[src/rtl/ofs_plat_utils_dcfifo_arb_pkg.sv]
// ----------------------------------------------------------------------------
// ofs_plat_utils_dcfifo_arb_pkg
//
// Shared definitions for the dual-clock FIFO write arbiter and the matching
// read-side demultiplexer. The FIFO word layout is {eop, idx, payload}, with
// the payload in the low bits, the source index above it and EOP on top.
//
// Contents:
//   t_arb_state      arbiter state (idle / packet in progress)
//   fifo_data_width  packed FIFO word width for a given payload and N
//   idx_lsb/eop_bit  field offsets inside the packed word
//   IDX_LSB/EOP_BIT  field offsets for the default configuration (32b, N=4)
// ----------------------------------------------------------------------------
package ofs_plat_utils_dcfifo_arb_pkg;

  typedef enum logic [0:0] {
    ARB_IDLE   = 1'b0,
    ARB_LOCKED = 1'b1
  } t_arb_state;

  // Width of the source-index field for n requesters.
  function automatic int idx_width(input int n_req);
    return $clog2(n_req);
  endfunction

  // Total FIFO word width: payload + source index + EOP flag.
  function automatic int fifo_data_width(input int data_width, input int n_req);
    return data_width + idx_width(n_req) + 1;
  endfunction

  // Lowest bit of the source-index field.
  function automatic int idx_lsb(input int data_width);
    return data_width;
  endfunction

  // Position of the EOP flag (the MSB of the word).
  function automatic int eop_bit(input int data_width, input int n_req);
    return data_width + idx_width(n_req);
  endfunction

  // Offsets for the default configuration, handy for the read-side demux.
  localparam int DEF_DATA_WIDTH = 32;
  localparam int DEF_N_REQ      = 4;
  localparam int IDX_LSB        = idx_lsb(DEF_DATA_WIDTH);
  localparam int EOP_BIT        = eop_bit(DEF_DATA_WIDTH, DEF_N_REQ);

endpackage : ofs_plat_utils_dcfifo_arb_pkg

[src/rtl/ofs_plat_utils_rr_pick.sv]
// ----------------------------------------------------------------------------
// ofs_plat_utils_rr_pick
//
// Purely combinational round-robin picker. Starting at (last + 1) mod N and
// wrapping upward, returns the first index whose request bit is set.
//
// Ports:
//   req        in   N            request vector
//   last       in   $clog2(N)    most recently granted index
//   gnt_valid  out  1            at least one request is set
//   gnt_idx    out  $clog2(N)    chosen index (0 when gnt_valid is low)
// ----------------------------------------------------------------------------
module ofs_plat_utils_rr_pick #(
  parameter  int N  = 4,
  localparam int IW = $clog2(N)
) (
  input  logic [N-1:0]  req,
  input  logic [IW-1:0] last,
  output logic          gnt_valid,
  output logic [IW-1:0] gnt_idx
);

  int w_base;
  int w_cand;

  // NOTE: every output of a combinational block gets a default before any
  // conditional assignment; a path that skips the assignment infers a latch.
  always_comb begin
    gnt_valid = 1'b0;
    gnt_idx   = '0;
    w_cand    = 0;

    // Explicit wrap so non-power-of-2 N never searches an index >= N.
    w_base = (int'(last) >= N - 1) ? 0 : int'(last) + 1;

    // Walk the offsets from farthest to nearest so the nearest hit wins.
    for (int k = N - 1; k >= 0; k--) begin
      w_cand = w_base + k;
      if (w_cand >= N) begin
        w_cand = w_cand - N;
      end
      if (req[IW'(w_cand)]) begin
        gnt_valid = 1'b1;
        gnt_idx   = IW'(w_cand);
      end
    end
  end

endmodule : ofs_plat_utils_rr_pick

[src/rtl/ofs_plat_utils_dcfifo_wr_arbiter.sv]
// ----------------------------------------------------------------------------
// ofs_plat_utils_dcfifo_wr_arbiter
//
// Shares the single write port of a dual-clock FIFO among N_REQ requesters in
// the FIFO write-clock domain. Round-robin arbitration with packet locking:
// once a requester's first beat is accepted it owns the port until its EOP
// beat is accepted. Each FIFO word carries {eop, idx, payload} so the read
// side can demultiplex.
//
// Back-pressure comes from the FIFO's registered wralmfull. Because that flag
// is one cycle late and the output word is registered here, the FIFO must use
// ALMOST_FULL_THRESHOLD >= 2. Drive the FIFO aclr from the same reset so that
// a packet cut off by reset is discarded; no synthetic EOP is generated.
//
// Ports:
//   clk             in   1                        write clock (FIFO wrclk)
//   reset           in   1                        synchronous, active high
//   in_valid        in   N_REQ                    per-requester beat valid
//   in_data         in   N_REQ*DATA_WIDTH         requester i at [i*DW +: DW]
//   in_eop          in   N_REQ                    last beat of packet
//   in_ready        out  N_REQ                    beat accepted on valid&ready
//   fifo_wralmfull  in   1                        FIFO almost-full (registered)
//   fifo_wrreq      out  1                        FIFO write request
//   fifo_data       out  DATA_WIDTH+IDX_WIDTH+1   {eop, idx, payload}
//   locked          out  1                        packet in progress
//   owner           out  IDX_WIDTH                current / most recent grant
// ----------------------------------------------------------------------------
module ofs_plat_utils_dcfifo_wr_arbiter
  import ofs_plat_utils_dcfifo_arb_pkg::*;
#(
  parameter  int N_REQ      = 4,
  parameter  int DATA_WIDTH = 32,
  localparam int IDX_WIDTH  = $clog2(N_REQ),
  localparam int FIFO_WIDTH = fifo_data_width(DATA_WIDTH, N_REQ)
) (
  input  logic                          clk,
  input  logic                          reset,
  input  logic [N_REQ-1:0]              in_valid,
  input  logic [N_REQ*DATA_WIDTH-1:0]   in_data,
  input  logic [N_REQ-1:0]              in_eop,
  output logic [N_REQ-1:0]              in_ready,
  input  logic                          fifo_wralmfull,
  output logic                          fifo_wrreq,
  output logic [FIFO_WIDTH-1:0]         fifo_data,
  output logic                          locked,
  output logic [IDX_WIDTH-1:0]          owner
);

  // --------------------------------------------------------------------------
  // State
  // --------------------------------------------------------------------------
  t_arb_state            r_state;
  t_arb_state            w_state_nxt;
  logic [IDX_WIDTH-1:0]  r_owner;
  logic [IDX_WIDTH-1:0]  w_owner_nxt;
  logic                  r_wrreq;
  logic [FIFO_WIDTH-1:0] r_data;

  // --------------------------------------------------------------------------
  // Grant selection
  // --------------------------------------------------------------------------
  logic                  w_pick_valid;
  logic [IDX_WIDTH-1:0]  w_pick_idx;
  logic                  w_gnt_any;
  logic [IDX_WIDTH-1:0]  w_gnt_idx;
  logic [N_REQ-1:0]      w_grant;
  logic                  w_accept_ok;
  logic                  w_xfer;
  logic [DATA_WIDTH-1:0] w_sel_data;
  logic                  w_sel_eop;

  ofs_plat_utils_rr_pick #(
    .N (N_REQ)
  ) u_pick (
    .req       (in_valid),
    .last      (r_owner),
    .gnt_valid (w_pick_valid),
    .gnt_idx   (w_pick_idx)
  );

  // While locked the owner holds the grant whether or not it is presenting a
  // beat, so its ready never depends on its own valid and it may idle freely.
  always_comb begin
    w_gnt_any = 1'b0;
    w_gnt_idx = '0;
    if (r_state == ARB_LOCKED) begin
      w_gnt_any = 1'b1;
      w_gnt_idx = r_owner;
    end else begin
      w_gnt_any = w_pick_valid;
      w_gnt_idx = w_pick_idx;
    end
  end

  // Decode the grant to one-hot and mux the granted requester's beat.
  always_comb begin
    w_grant    = '0;
    w_sel_data = '0;
    w_sel_eop  = 1'b0;
    for (int i = 0; i < N_REQ; i++) begin
      if (w_gnt_any && (w_gnt_idx == IDX_WIDTH'(i))) begin
        w_grant[i] = 1'b1;
        w_sel_data = in_data[i*DATA_WIDTH +: DATA_WIDTH];
        w_sel_eop  = in_eop[i];
      end
    end
  end

  // Almost-full stalls every requester in the same cycle, locked or not.
  assign w_accept_ok = !reset && !fifo_wralmfull;
  assign in_ready    = w_grant & {N_REQ{w_accept_ok}};
  assign w_xfer      = |(in_valid & in_ready);

  // --------------------------------------------------------------------------
  // Next-state logic
  // --------------------------------------------------------------------------
  always_comb begin
    w_state_nxt = r_state;
    w_owner_nxt = r_owner;
    if (w_xfer) begin
      unique case (r_state)
        ARB_IDLE: begin
          // A single-beat packet records the owner but never locks, so the
          // next search still moves past it.
          w_owner_nxt = w_gnt_idx;
          w_state_nxt = w_sel_eop ? ARB_IDLE : ARB_LOCKED;
        end
        ARB_LOCKED: begin
          // Owner is left in place so the next search starts at owner+1.
          if (w_sel_eop) begin
            w_state_nxt = ARB_IDLE;
          end
        end
        default: begin
          w_state_nxt = ARB_IDLE;
        end
      endcase
    end
  end

  // --------------------------------------------------------------------------
  // Registers
  // --------------------------------------------------------------------------
  // NOTE: clocked state uses non-blocking assignments so every register
  // samples the pre-edge values, independent of statement order.
  always_ff @(posedge clk) begin
    if (reset) begin
      r_state <= ARB_IDLE;
      r_owner <= IDX_WIDTH'(N_REQ - 1);
      r_wrreq <= 1'b0;
      r_data  <= '0;
    end else begin
      r_state <= w_state_nxt;
      r_owner <= w_owner_nxt;
      r_wrreq <= w_xfer;
      if (w_xfer) begin
        r_data <= {w_sel_eop, w_gnt_idx, w_sel_data};
      end
    end
  end

  assign fifo_wrreq = r_wrreq;
  assign fifo_data  = r_data;
  assign locked     = (r_state == ARB_LOCKED);
  assign owner      = r_owner;

  // --------------------------------------------------------------------------
  // Overflow guard: a write may only follow a cycle in which the FIFO did not
  // report almost-full; anything else can push a full FIFO over the edge.
  // --------------------------------------------------------------------------
  a_no_write_when_full : assert property (
    @(posedge clk) disable iff (reset)
      fifo_wrreq |-> !$past(fifo_wralmfull)
  ) else $error("fifo_wrreq issued after fifo_wralmfull was reported");

endmodule : ofs_plat_utils_dcfifo_wr_arbiter

[config.mk]
export PLATFORM = sky130hd
export DESIGN_NAME = ofs_plat_utils_dcfifo_wr_arbiter
export DESIGN_NICKNAME = d
export VERILOG_FILES = /design/src/rtl/ofs_plat_utils_dcfifo_arb_pkg.sv /design/src/rtl/ofs_plat_utils_rr_pick.sv /design/src/rtl/ofs_plat_utils_dcfifo_wr_arbiter.sv
export SDC_FILE = /design/constraint.sdc
export NUM_CORES = 1
export LEC_CHECK = 0
export CELL_PAD_IN_SITES_DETAIL_PLACEMENT = 2
export CELL_PAD_IN_SITES_GLOBAL_PLACEMENT = 2
export CORE_ASPECT_RATIO = 1.25
export CORE_MARGIN = 10
export CORE_UTILIZATION = 19
export CTS_CLUSTER_SIZE = 24
export DETAILED_ROUTE_END_ITERATION = 8
export GPL_TIMING_DRIVEN = 0
export PLACE_DENSITY_LB_ADDON = 0.1
export SETUP_SLACK_MARGIN = 0.1
export SLEW_MARGIN = 40
export SYNTH_ARGS = -nofsm -noshare
export SYNTH_HDL_FRONTEND = slang
export SYNTH_SLANG_ARGS = --single-unit
[constraint.sdc]
create_clock -name clk -period 4.55 [get_ports clk]
set_input_delay 0.455 -clock clk [delete_from_list [all_inputs] [get_ports clk]]
set_output_delay 0.455 -clock clk [all_outputs]
set_load 0.05 [all_outputs]
==> results of run 1 <==
## per-stage QoR
stage          utilization, %  hold slack (ns)
2_1_floorplan               -           0.5241
4_1_cts                 35.10           0.4866
6_report                35.15           0.4813
5_1_grt                 35.15           0.4934
3_5_place_dp            34.02           0.4662
3_3_place_gp            34.02           0.4582
## cell families after synthesis
family | share of synthesized area [%]
simple gates | 8.688
flops | 29.15
mux | 28.77
xor+xnor | 0.3270
buf+inv | 5.885
compound gates | 26.25
fa+ha+maj | 0.9340
## cell usage in the layout, fill, tap and decap left out, types with 4 or more instances in the layout
| cell type | Yosys | routed |
|---|---|---|
| clkbuf_16 | 0 | 5 |
| nand2_1 | 4 | 4 |
| clkbuf_1 | 9 | 7 |
| nor3_1 | 8 | 8 |
| nor2_1 | 10 | 10 |
| mux2i_1 | 68 | 67 |
| a22o_1 | 32 | 32 |
| o21ai_0 | 4 | 4 |
| o22ai_1 | 32 | 32 |
| nand2b_1 | 4 | 4 |
| buf_2 | 9 | 8 |
| dfxtp_1 | 39 | 39 |
| buf_6 | 5 | 6 |
| clkdlybuf4s50_1 | 0 | 176 |
| clkbuf_2 | 0 | 4 |
## sequential cells by signal (all words and copies together) (netlist names)
name / flops
fifo_data: 35
fifo_wrreq: 1
locked: 1
owner: 2
## power breakdown
| part | internal (mW) | switching [mW] | leakage [nW] | total (mW) |
|---|---|---|---|---|
| clock network | 0.256 | 0.153 | 0.0769 | 0.410 |
| registers | 0.499 | 0.0911 | 0.318 | 0.590 |
| logic | 1.53 | 2.24 | 1.49 | 3.77 |
| total | 2.28 | 2.49 | 1.89 | 4.77 |
## worst max-delay path, stage by stage, from the launching register on
cell and delay [ns]:
dfxtp_1 0.44, buf_2 0.26, inv_1 0.15, ha_1 0.33, buf_6 0.15, mux2_1 0.32
and2_1 0.19, o311a_1 0.37, mux2i_4 0.24, nand3_4 0.19, clkbuf_4 0.28, nor3_1 0.20
buf_2 0.29
## how the worst min path moves through the flow
| stage | start | endpoint | slack [ns] | cells past startpoint |
|---|---|---|---|---|
| global placement | fifo_data[28] | fifo_data[28] | 0.46 | 1 |
| detailed placement | fifo_data[8] | fifo_data[8] | 0.47 | 1 |
| floorplan | reset | fifo_data[32] | 0.52 | 1 |
| global route | fifo_data[27] | fifo_data[27] | 0.49 | 1 |
| finish | fifo_data[31] | fifo_data[31] | 0.48 | 1 |
| CTS | fifo_data[6] | fifo_data[6] | 0.49 | 1 |
## area by class of cell
| type | instances | area (um2) |
|---|---|---|
| buffer | 24 | 150.1 |
| clock buffer | 6 | 128.9 |
| clock inverter | 1 | 30.03 |
| fill | 1585 | 8957 |
| inverter | 3 | 11.26 |
| multi-input combinational | 211 | 1752 |
| sequential | 39 | 780.7 |
| tap | 175 | 219.0 |
| timing repair buffer | 180 | 1784 |
## routing by layer
layer	wire [um]	track usage, %
met5	0	0
met1	4972	13.00
met4	213	4.237
met3	1093	5.848
met2	7351	24.78
## what timing repair did
| action | in CTS | in global routing |
|---|---|---|
| gates cloned | 0 | 0 |
| setup endpoints to repair | 4 | 21 |
| gates resized for setup | 16 | 13 |
| buffers inserted | 0 | 0 |
==> flow_summary.ini, run 1 <==
[status]
status = finished, final reports clean

[yosys]
synth_area_leaders = dfxtp_1 (29%), mux2i_1 (25%), a22o_1 (10%)
ys_seq_area_share_pct = 29.15
synth-async-reset-ratio_pct = 0
syn_nets = 420
synth.avg_cell_area_um2 = 9.602
syn_inst = 279
ys.warnings.count = 0
synth_top_area_share_pct = 29.15
synth.distinct_cells = 47
synth_edf_count = 0
ys_ff_latch = 39
post-synth-top-count-cell = mux2i_1
synth_area_leader_cell = dfxtp_1
synth_top_flop_cell = dfxtp_1
syn-cell-area_um2 = 2679
synth_common_cells = mux2i_1 (68), dfxtp_1 (39), a22o_1 (32), o22ai_1 (32), nor2_1 (10)

[cells_and_area]
stdcell_count = 639
final_nets = 605
final_cell_area_um2 = 4856
area_growth_pct = 81.27
antennaDiodeCount = 0
drive_gt1_share_pct = 8.836

[drt]
ant_nets = 0
drc = 0
dr.pass1.iters = 4
route.detailed.wl_per_inst_um = 21.33
drt_iter0_markers = 64
route.vias.total = 3034
viasPerCell = 4.748
routed_wl_um = 13630

[flow_run]
max-cap-violations = 0

[power_and_ir_drop]
power_mw = 4.767
vdd_drop_max_mv = 0.3213
p_leak_nw = 1.889
power_density_nw_per_um2 = 981.8

[global_route]
antenna_found_initial = 0
grt.total_usage_pct = 13.43
grt_pass1_vias = 3428
grt-ovfl-total = 0
grt_max_degree = 20
grt_pass1_wl_um = 20290

[place]
post-place-ws_ns = -0.1334
placed_area_um2 = 4700
place.gp.congestion = 0.7221
dp_cells = 634
portBuffers = 180
hpwl_um = 11130

[timing]
final-setup-viol-count = 0
worst_slew_pin_slew_ns = 0.8214
finalCriticalPeriod_ns = 4.173
rsz0062_at_grt = false
finalCritPeriodShare_pct = 91.72
setup_ws_ns = 0.3768
fin_setup_tns_ns = 0
fmax_mhz = 239.6
slew_headroom_pct = 45.24
final_max_slew_viol_count = 0
hold_violations = 0
clock-skew-final_ns = 0.008472

[clock_network]
clk_pin_slew_worst_paths_ns = 0.06
cts_tree = done
numCtsBuffers = 5
htreeDepth = 2
ctsHoldBuffers = 0
clockRootBuffer = clkbuf_16
clk-insertion-delay-late_ns = 0.30
cts_sinks = 39
cts_buffer_depth = 2

[die]
start_util_pct = 19.39
io_pins = 182
die_x_um = 126.2
die_h_um = 152.8
die-area_um2 = 19280
coreArea_um2 = 13810
rows = 48

[worst_setup_path]
crit_type = reg -> out
crit_start = owner[0]
ff2ff_setup_slack_ns = 0.60
critPathArrivalTime_ns = 3.72
worst_r2r_endpoint = fifo_data[12]
reg2reg_depth = 12
required_ns = 4.09
worstReg2RegStart = owner[0]
critPathCapture = in_ready[2]
start_kind = flop
endpoint_kind = primary output
critPathMaxFanout = 10

[hold_path]
min_path_type = reg -> reg
Note: power is estimated with default switching activity, not from simulation.
==> run 2, diff against run 1 <==
--- a/config.mk
+++ b/config.mk
@@ -14,7 +14,7 @@
 export DETAILED_ROUTE_END_ITERATION = 8
 export GPL_TIMING_DRIVEN = 0
 export PLACE_DENSITY_LB_ADDON = 0.1
-export SETUP_SLACK_MARGIN = 0.1
+export SETUP_SLACK_MARGIN = 0.5
 export SLEW_MARGIN = 40
 export SYNTH_ARGS = -nofsm -noshare
 export SYNTH_HDL_FRONTEND = slang
==> flow_summary.ini, run 2 (synthesized netlist as in run 1, its figures left out) <==
[status]
status = finished, final reports clean

[place]
dp_cells = 634
portBuffers = 180
post-place-ws_ns = -0.1654
place.gp.congestion = 0.7464
hpwl_um = 11100
placed_area_um2 = 4716

[global_route]
grt.total_usage_pct = 13.57
antenna_found_initial = 1
grt_max_degree = 14
grt_pass1_vias = 3612
grt_pass1_wl_um = 20840
grt-ovfl-total = 0

[clock_network]
cts_sinks = 39
clk-insertion-delay-late_ns = 0.29
clk_pin_slew_worst_paths_ns = 0.07
cts_tree = done
numCtsBuffers = 5
clockRootBuffer = clkbuf_16
cts_buffer_depth = 2
ctsHoldBuffers = 0
htreeDepth = 2

[timing]
clock-skew-final_ns = 0.008784
final_max_slew_viol_count = 0
slew_headroom_pct = 45.25
fin_setup_tns_ns = 0
finalCriticalPeriod_ns = 3.866
finalCritPeriodShare_pct = 84.96
rsz0062_at_grt = false
fmax_mhz = 258.7
worst_slew_pin_slew_ns = 0.8212
hold_violations = 0
hold-worst-slack_ns = 0.4792
final-setup-viol-count = 0
setup_ws_ns = 0.6843

[drt]
viasPerCell = 4.762
dr.pass1.iters = 4
drc = 0
route.detailed.wl_per_inst_um = 21.14
routed_wl_um = 13660
drt_iter0_markers = 80
route.vias.total = 3076
ant_nets = 0

[worst_setup_path]
crit_type = reg -> out
path_common_cell = buf_6
path_cells = buf_6 > inv_1 > ha_1 > buf_6 > mux2_1 > and2_1 > o311a_1 > mux2i_4 > and2_4 > buf_6 > buf_6 > nor3_1 > buf_4
critPathArrivalTime_ns = 3.41
critPathMaxFanout = 10
path_delay_family = buffers and inverters
slowest_stage = dfxtp_2
path_buf_inv = 6
start_kind = flop
cpPeakStageDelay_ns = 0.39
required_ns = 4.09
endpoint_kind = primary output

[power_and_ir_drop]
p_leak_nw = 1.925
switchingPower_mw = 2.579
pwr-share-clk_pct = 7.6
swShare_pct = 52.20
power_density_nw_per_um2 = 998.0
power_mw = 4.941
pwr-share-comb_pct = 80.3
vdd_drop_max_mv = 0.3206
intPower_mw = 2.362
seqPwrFrac_pct = 12.0

[cells_and_area]
mostFrequentLayoutCell = clkdlybuf4s50_1
fill_cells = 1553
stdcell_count = 646
final_nets = 610
drive_gt1_share_pct = 11.70
finalCoreUtilization_pct = 35.84
area_growth_pct = 84.82
largest_register_ffs = 35
final_cell_mix = clkdlybuf4s50_1 (176), mux2i_1 (66), dfxtp_1 (38), o22ai_1 (32), a22o_1 (32)
final_cell_area_um2 = 4951

[die]
die_h_um = 152.8
rows = 48
coreArea_um2 = 13810
die-area_um2 = 19280
io_pins = 182
start_util_pct = 19.39
die_x_um = 126.2

[flow_run]
max-cap-violations = 0

[hold_path]
min_path_type = reg -> reg
[run 2: cell types whose count changed in the layout (fill, tap and decap cells not counted), moves of 2 or more]
cell	change
clkbuf_2	-2
nor3_1	-3
clkbuf_4	-2
nor3_2	+2
buf_4	+9
buf_2	-2
[run 2: area by class of cell]
class | count | area [um2] | share of cell area, %
tap | 175 | 219.0 | 4.423
buffer | 26 | 178.9 | 3.614
inverter | 3 | 11.26 | 0.2274
timing repair buffer | 183 | 1814 | 36.64
clock inverter | 2 | 13.76 | 0.2780
clock buffer | 6 | 138.9 | 2.805
multi-input combinational | 211 | 1790 | 36.16
sequential | 39 | 782.0 | 15.79
antenna | 1 | 2.502 | 0.05054
[run 2: metal layers]
metal  global-route usage, %  routed length (um)
met1                   13.21                5091
met2                   26.02                7435
met3                   5.395                1022
met4                   2.770                 107
met5                       0                   0
[run 2: power groups by stage]
| stage | combinational, mW | clock [mW] | sequential (mW) |
|---|---|---|---|
| floorplan | 2.20 | 0 | 1.10 |
| global placement | 3.85 | 0 | 0.593 |
| detailed placement | 3.90 | 0 | 0.597 |
| CTS | 4.00 | 0.389 | 0.597 |
| global route | 4.30 | 0.410 | 0.619 |
| finish | 3.97 | 0.378 | 0.594 |
[run 2: what timing repair did]
action / 4_1_cts / 5_1_grt
setup buffers: 0 / 3
resized for setup: 40 / 6
setup endpoints to repair: 33 / 25
pin swaps: 0 / 2
[run 2: final timing paths]
kind	from	end	slack, ns	cells after the start
max	owner[0]	in_ready[3]	0.68	13
min	fifo_data[32]	fifo_data[32]	0.48	2
max reg2reg	owner[0]	fifo_data[10]	0.84	12
min reg2reg	fifo_data[32]	fifo_data[32]	0.48	2
[run 2: tightest hold or removal path, delay by kind of cell, from the launching register on]
kind            cells  cell delay, ns
flops               1            0.31
compound gates      2            0.12
==> run 3, diff against run 2 <==
==> constraint.sdc (replaced) <==
create_clock -name clk -period 4.1 [get_ports clk]
set_input_delay 0.41 -clock clk [delete_from_list [all_inputs] [get_ports clk]]
set_output_delay 0.41 -clock clk [all_outputs]
set_load 0.05 [all_outputs]
==> flow_summary.ini, run 3 (synthesized netlist as in run 1, its figures left out) <==
[worst_setup_path]
worstReg2RegStart = owner[0]
start_kind = flop
critPathArrivalTime_ns = 3.73
endpoint_kind = flop
critPathMaxFanout = 10
worst_r2r_endpoint = fifo_data[34]
required_ns = 4.30
crit_type = reg -> reg
reg2reg_depth = 14
ff2ff_setup_slack_ns = 0.57

[die]
die_x_um = 126.2
die_h_um = 152.8
start_util_pct = 19.39
rows = 48
io_pins = 182
coreArea_um2 = 13810
die-area_um2 = 19280

[cells_and_area]
drive_gt1_share_pct = 16.70
largest_register_ffs = 35
mostFrequentLayoutCell = clkdlybuf4s50_1
final_cell_area_um2 = 5197
final_nets = 626
antennaDiodeCount = 0
final_cell_mix = clkdlybuf4s50_1 (176), mux2i_1 (66), dfxtp_1 (38), o22ai_1 (32), a22o_1 (32)
area_growth_pct = 94.02

[clock_network]
clk_pin_slew_worst_paths_ns = 0.06
htreeDepth = 2
clk-insertion-delay-late_ns = 0.29
clockRootBuffer = clkbuf_16
numCtsBuffers = 5
cts_buffer_depth = 2
cts_tree = done
cts_sinks = 39

[global_route]
antenna_found_initial = 0
grt_max_degree = 12
grt-ovfl-total = 0
grt_pass1_wl_um = 20730
grt.total_usage_pct = 13.49
grt_pass1_vias = 3596

[drt]
drt_iter0_markers = 112
route.detailed.wl_per_inst_um = 21.10
routed_wl_um = 13930
drc = 0
viasPerCell = 4.698
ant_nets = 0
route.vias.total = 3101
dr.pass1.iters = 4

[status]
status = finished, final reports clean

[flow_run]
max-cap-violations = 0

[place]
place.gp.congestion = 0.7449
portBuffers = 180
placed_area_um2 = 4750
hpwl_um = 10930

[timing]
worst_slew_pin_slew_ns = 0.7889
fmax_mhz = 283.6
slew_headroom_pct = 47.41
clock-skew-final_ns = 0.005968
hold_violations = 0
final_max_slew_viol_count = 0
finalCriticalPeriod_ns = 3.526
final-setup-viol-count = 0
finalCritPeriodShare_pct = 85.99
fin_setup_tns_ns = 0
rsz0062_at_grt = false

[hold_path]
min_from = fifo_data[32]
whs_path_depth = 2
worstHoldEndpoint = fifo_data[32]
min_path_type = reg -> reg

[power_and_ir_drop]
power_density_nw_per_um2 = 1145
vdd_drop_max_mv = 0.4062
p_leak_nw = 2.041
run 3: cell count changes in the layout (fill, tap and decap cells not counted), sizes merged:
| cell | previous run | this run |
|---|---|---|
| diode | 1 | 0 |
| clkinvlp | 0 | 1 |
| inv | 4 | 2 |
| clkbuf | 14 | 17 |
| buf | 25 | 38 |
run 3: layout make-up:
| cell class | instances | area (um2) |
|---|---|---|
| inverters | 3 | 15.01 |
| multi-input cells | 211 | 1866 |
| repair buffers | 199 | 1947 |
| clock buffers | 6 | 138.9 |
| fillers | 1543 | 8616 |
| clock inverters | 1 | 5.005 |
| well taps | 175 | 219.0 |
| plain buffers | 26 | 222.7 |
| flip-flops and latches | 39 | 784.5 |
run 3: report_power, final:
group	total (mW)	switching (mW)	internal, mW
sequential	0.662	0.105	0.557
combinational	4.89	2.73	2.16
clock	0.400	0.162	0.238
total	5.95	3.00	2.96
run 3: metrics by stage:
stage | utilization, % | worst slack, ns | std cells | hold WS, ns | power (mW)
detailed placement | 34.38 | -0.4025 | 634 | 0.4672 | 5.023
finish | 37.63 | 0.5744 | 660 | 0.4724 | 5.952
global placement | 34.38 | -0.3963 | 634 | 0.4589 | 4.968
global route | 37.63 | 0.3898 | 660 | 0.4963 | 6.388
CTS | 36.75 | 0.5099 | 652 | 0.4765 | 5.816
floorplan | - | 0.5367 | 279 | 0.4791 | 3.719
run 3: critical path, cell delays in order, from the launching register on:
cell and delay [ns]:
dfxtp_4 0.38, buf_6 0.11, clkinvlp_4 0.10, ha_4 0.29, buf_8 0.13, xor2_4 0.22
a311oi_2 0.13, o211ai_1 0.36, buf_4 0.18, nand2_1 0.18, mux2i_1 0.23, o31ai_4 0.58
buf_2 0.34, nor2_1 0.07, nor3_1 0.13
run 3: worst max path at each step:
stage | slack, ns | end | from | depth (start not counted)
after floorplan | 0.54 | in_ready[0] | owner[0] | 11
after global placement | -0.40 | in_ready[1] | owner[0] | 13
after detailed placement | -0.40 | in_ready[1] | owner[0] | 13
after CTS | 0.51 | in_ready[2] | owner[0] | 12
after global routing | 0.39 | fifo_data[34] | owner[0] | 14
final | 0.57 | fifo_data[34] | owner[0] | 14
run 3: per-layer routing:
layer / vias up / share of wire [%] / track usage, %
met5: - / 0 / 0
met4: 0 / 1.4 / 3.205
met3: 11 / 7.8 / 5.430
met2: 103 / 53 / 24.86
met1: 1486 / 37 / 13.73
li1: 1501 / - / -
run 3: timing repair:
action / in CTS / in global routing
hold endpoints to repair: 0 / 0
buffers inserted: 11 / 7
hold buffers: 0 / 0
gates cloned: 0 / 1
setup endpoints to repair: 39 / 35
pin swaps: 6 / 7
gates resized for setup: 50 / 16
==> RTL change 1: new RTL, config.mk and constraints of run 3 <==
`N_REQ`: 4 -> 8.
--- a/src/rtl/ofs_plat_utils_dcfifo_wr_arbiter.sv
+++ b/src/rtl/ofs_plat_utils_dcfifo_wr_arbiter.sv
@@ -28,7 +28,7 @@
 module ofs_plat_utils_dcfifo_wr_arbiter
   import ofs_plat_utils_dcfifo_arb_pkg::*;
 #(
-  parameter  int N_REQ      = 4,
+  parameter  int N_REQ      = 8,
   parameter  int DATA_WIDTH = 32,
   localparam int IDX_WIDTH  = $clog2(N_REQ),
   localparam int FIFO_WIDTH = fifo_data_width(DATA_WIDTH, N_REQ)
Ports: changed (6 resized); port bits go from 182 to 324. No check against the original RTL was run, so the function may have changed too.
==> RTL change 1 against run 3 <==
The flow now finishes with violations (negative setup slack); fmax down 20%; final area up 110%; critical path type unchanged; total power up 48%; routed wire length rose to 2.6 times the old value; sequential cell count up 2; core utilization up 4.6 points; area after synthesis up 84%; critical endpoint is now fifo_data[31]; worst setup slack worse by 0.87 ns; critical path depth up 2.
==> RTL change 1: results <==
<?xml version="1.0" encoding="UTF-8"?>
<metrics>
  <group name="hold_path">
    <metric name="timing.hold.worst.start" unit="">fifo_data[33]</metric>
  </group>
  <group name="routing">
    <metric name="vias_per_cell" unit="">5.214</metric>
    <metric name="detailedRoute.firstIterationViolations" unit="">319</metric>
  </group>
  <group name="critical_path">
    <metric name="cpPeakStageDelay" unit="ns">0.55</metric>
    <metric name="setup.worst_path.end" unit="">fifo_data[31]</metric>
    <metric name="cp_slowest_cell" unit="">a222oi_1</metric>
    <metric name="reg2regPathDepth" unit="">16</metric>
  </group>
  <group name="sta">
    <metric name="worst_hold_slack_after_final_layout" unit="ns">0.5082</metric>
    <metric name="report.final.setup_viol" unit="">45</metric>
    <metric name="setup-tns-final" unit="ns">-8.976</metric>
    <metric name="clock_skew" unit="ns">0.006953</metric>
    <metric name="setup_ws" unit="ns">-0.3002</metric>
  </group>
  <group name="synthesis">
    <metric name="post_synth.cell_area_avg" unit="um2">7.972</metric>
    <metric name="synth_xor_xnor_area_share" unit="">0.003550</metric>
    <metric name="synth-seq-area-share" unit="">0.1663</metric>
    <metric name="synth_cell_types" unit="">70</metric>
  </group>
  <group name="grt">
    <metric name="antenna_violations_before_repair" unit="">1</metric>
    <metric name="track_usage" unit="">0.2046</metric>
    <metric name="grt_first_pass_wirelength" unit="mm">51.63</metric>
  </group>
  <group name="placement">
    <metric name="place.gp.congestion" unit="">0.8022</metric>
    <metric name="dpl_worst_slack" unit="ns">-1.357</metric>
    <metric name="dp_hpwl" unit="mm">27.70</metric>
  </group>
  <group name="cells_and_area">
    <metric name="clock_buffer_count" unit="">7</metric>
    <metric name="syn_to_final_growth" unit="%">118.1</metric>
    <metric name="antenna-diode-count" unit="">1</metric>
    <metric name="fillCellCount" unit="">2707</metric>
    <metric name="nNonClkInverters" unit="">10</metric>
    <metric name="clkCellAreaFrac" unit="">0.01593</metric>
  </group>
  <group name="outcome">
    <metric name="failed_checks" unit="">negative setup slack</metric>
    <metric name="status" unit="">complete, but fails checks</metric>
  </group>
  <group name="pwr">
    <metric name="clock_power_share" unit="">0.055</metric>
  </group>
</metrics>
-- RTL change 1: cell count changes in the layout (fill, tap and decap cells not counted), moves of 13 or more --
cell,run 3,this run
a222oi_1,0,13
a22o_1,32,1
a22oi_1,0,15
a2bb2oi_1,0,13
a311oi_2,1,18
buf_12,0,18
buf_4,18,60
buf_6,10,25
clkdlybuf4s50_1,176,313
mux2_2,2,25
nand2_1,4,36
nor2_1,10,44
nor3_1,4,18
o21ai_0,4,31
-- RTL change 1: layer usage --
layer | track usage | up-vias | share of wire
met5 | 0 | - | 0
met1 | 0.2339 | 3575 | 0.39
met2 | 0.3814 | 232 | 0.53
met4 | 0.04060 | 0 | 0.015
met3 | 0.03669 | 24 | 0.058
li1 | - | 3297 | -
-- RTL change 1: what timing repair did --
item / in CTS / in global routing
hold buffers: 0 / 0
setup endpoints to repair: 49 / 49
resized for setup: 176 / 87
hold endpoints to repair: 0 / 0
pin swaps: 29 / 22
buffers inserted: 61 / 16
gates cloned: 2 / 2
==> RTL change 2: new RTL, config.mk and constraints of run 3 <==
Without the edit above. Reset style: asynchronous (`reset`), changed in one clocked block.
--- a/src/rtl/ofs_plat_utils_dcfifo_wr_arbiter.sv
+++ b/src/rtl/ofs_plat_utils_dcfifo_wr_arbiter.sv
@@ -143,7 +143,7 @@
   // --------------------------------------------------------------------------
   // NOTE: clocked state uses non-blocking assignments so every register
   // samples the pre-edge values, independent of statement order.
-  always_ff @(posedge clk) begin
+  always_ff @(posedge clk or posedge reset) begin
     if (reset) begin
       r_state <= ARB_IDLE;
       r_owner <= IDX_WIDTH'(N_REQ - 1);
Check against the original RTL: differs if reset is asserted again (counterexample within 4 cycles, from zero or initial values and one cycle with reset high); with reset held inactive, the same outputs for 4 cycles.
==> RTL change 2 against run 3 <==
First-iteration DRC count shrank 29%; routed wire length up 12%; fmax fell by 0.24%; non-clock buffer count rose by 9; worst setup slack lost 0.0084 ns; sequential share of layout area up 1.6 points; sequential cell count unchanged; area after synthesis increased by 20%; via count grew 5.3%; worst hold slack worse by 0.033 ns; total power about the same; final area grew 13%; critical path type is now flip-flop to output port.
==> RTL change 2: results <==
<?xml version="1.0" encoding="UTF-8"?>
<metrics>
  <group name="critical_path">
    <metric name="max_fanout_on_critical_path" unit="">7</metric>
    <metric name="cpPeakStageDelay" unit="ns">0.54</metric>
    <metric name="critical_path.startpoint" unit="">owner[0]</metric>
    <metric name="cp.arrival" unit="ns">3.12</metric>
    <metric name="cp_slowest_cell" unit="">dfstp_2</metric>
    <metric name="rrSetupSlack" unit="ns">0.64</metric>
  </group>
  <group name="synthesis">
    <metric name="top_area_cells_in_the_synthesized_netlist" unit="">dfrtp_1 (29%), mux2i_1 (23%), mux2_4 (13%), o22ai_1 (6.4%), mux2_2 (2.8%)</metric>
    <metric name="asyncSetResetFlopFracSynth" unit="">1.000</metric>
    <metric name="synth_top_cells_by_count" unit="">mux2i_1 (74), dfrtp_1 (37), o22ai_1 (33)</metric>
    <metric name="synth-seq-area-share" unit="">0.3035</metric>
    <metric name="synth_cell_types" unit="">53</metric>
    <metric name="post_synth.cell_area_avg" unit="um2">10.93</metric>
    <metric name="syn_nets" unit="">436</metric>
    <metric name="postSynth.topFlopCell" unit="">dfrtp_1</metric>
  </group>
  <group name="sta">
    <metric name="worst_hold_slack_after_final_layout" unit="ns">0.4394</metric>
    <metric name="clock_skew" unit="ns">0.004872</metric>
    <metric name="layout_worst_path_cycle_share" unit="">0.8620</metric>
    <metric name="slew_headroom" unit="">0.5813</metric>
  </group>
  <group name="pwr">
    <metric name="vdd_ir_drop_max" unit="mV">0.3655</metric>
    <metric name="p_leak" unit="nW">2.481</metric>
  </group>
  <group name="placement">
    <metric name="dp_hpwl" unit="mm">12.61</metric>
    <metric name="portBuffers" unit="">181</metric>
    <metric name="dpl_worst_slack" unit="ns">-0.3280</metric>
    <metric name="placed_area" unit="mm2">0.005374</metric>
    <metric name="placed_cells" unit="">697</metric>
    <metric name="place.gp.congestion" unit="">0.7911</metric>
  </group>
  <group name="routing">
    <metric name="drt_pre_antenna_iters" unit="">6</metric>
    <metric name="vias_per_cell" unit="">4.477</metric>
    <metric name="detailedRoute.firstIterationViolations" unit="">80</metric>
    <metric name="wl_per_cell" unit="um">21.44</metric>
  </group>
  <group name="outcome">
    <metric name="status" unit="">completed</metric>
  </group>
  <group name="grt">
    <metric name="first_global_vias" unit="">3899</metric>
    <metric name="grt_first_pass_wirelength" unit="mm">23.48</metric>
    <metric name="track_usage" unit="">0.1347</metric>
    <metric name="antenna_violations_before_repair" unit="">1</metric>
    <metric name="grt_max_degree" unit="">27</metric>
  </group>
  <group name="cells_and_area">
    <metric name="final_layout_size_suffix_gt1_frac" unit="">0.2436</metric>
    <metric name="largest_register_ff_count" unit="">35</metric>
    <metric name="nets" unit="">649</metric>
    <metric name="fillCellCount" unit="">1853</metric>
  </group>
  <group name="hold_path">
    <metric name="min-delay-path-class" unit="">primary input to async pin</metric>
  </group>
</metrics>
==> RTL change 2: cell types whose count changed after synthesis, sizes merged, moves of 4 or more <==
cell	run 3	this run
buf	17	25
a22o	32	0
nor2	10	6
mux2	4	36
nor3	8	1
nand2	4	11
dfrtp	0	37
mux2i	69	74
dfxtp	39	0
a21oi	3	10
clkbuf	9	3
==> RTL change 2: cells by family after synthesis <==
logic type | count (synthesis) | synth area share
flops | 39 | 0.3035
simple gates | 41 | 0.07218
mux | 111 | 0.3939
buf+inv | 34 | 0.07528
xor+xnor | 1 | 0.002717
fa+ha+maj | 2 | 0.007760
compound gates | 67 | 0.1448
==> RTL change 2: timing repair <==
action | CTS | global route
gates resized for setup | 40 | 22
buffers inserted | 13 | 10
pin swaps | 4 | 6
cloned | 1 | 0
endpoints found under the setup margin | 37 | 31
hold buffers | 0 | 0
==> RTL change 2: worst paths after layout <==
check | to
worst max register to register | fifo_data[25]
min in group clk | fifo_data[33]
worst max-delay path | in_ready[3]
max in group asynchronous | owner[1]
worst min-delay path | fifo_data[10]
worst min register to register | fifo_data[33]
==> RTL change 2: final cells by class <==
class	instances	area, um2	share of cell area
inverter	6	28.78	0.004919
tap	220	275.3	0.04705
multi-input combinational	222	2125	0.3631
sequential	39	978.4	0.1672
buffer	28	272.8	0.04662
clock buffer	8	136.4	0.02331
timing repair buffer	206	2034	0.3477
==> RTL change 2: critical path: cells and delay by family, from the launching register on <==
| family | cells | cell delay, ns |
|---|---|---|
| buffers and inverters | 7 | 0.86 |
| flip-flops | 1 | 0.54 |
| AO/OA/AOI/OAI | 2 | 0.49 |
| AND/OR/NAND/NOR | 3 | 0.43 |
| adder cells (fa/ha/maj) | 1 | 0.28 |
| multiplexers | 1 | 0.24 |
==> RTL change 2: where the power goes <==
group / internal, mW / total, mW / switching [mW]
clock network: 0.227 / 0.386 / 0.160
logic: 2.26 / 4.85 / 2.59
registers: 0.594 / 0.716 / 0.122
total: 3.08 / 5.95 / 2.88
==> RTL change 2: routing by layer <==
layer / wire length (um) / share of wire / vias to the layer above / global-route usage
met4: 153 / 0.0098 / 0 / 0.02738
met3: 1432 / 0.092 / 15 / 0.06144
met1: 5875 / 0.38 / 1603 / 0.1395
met2: 8171 / 0.52 / 110 / 0.2410
li1: - / - / 1536 / -
met5: 0 / 0 / - / 0
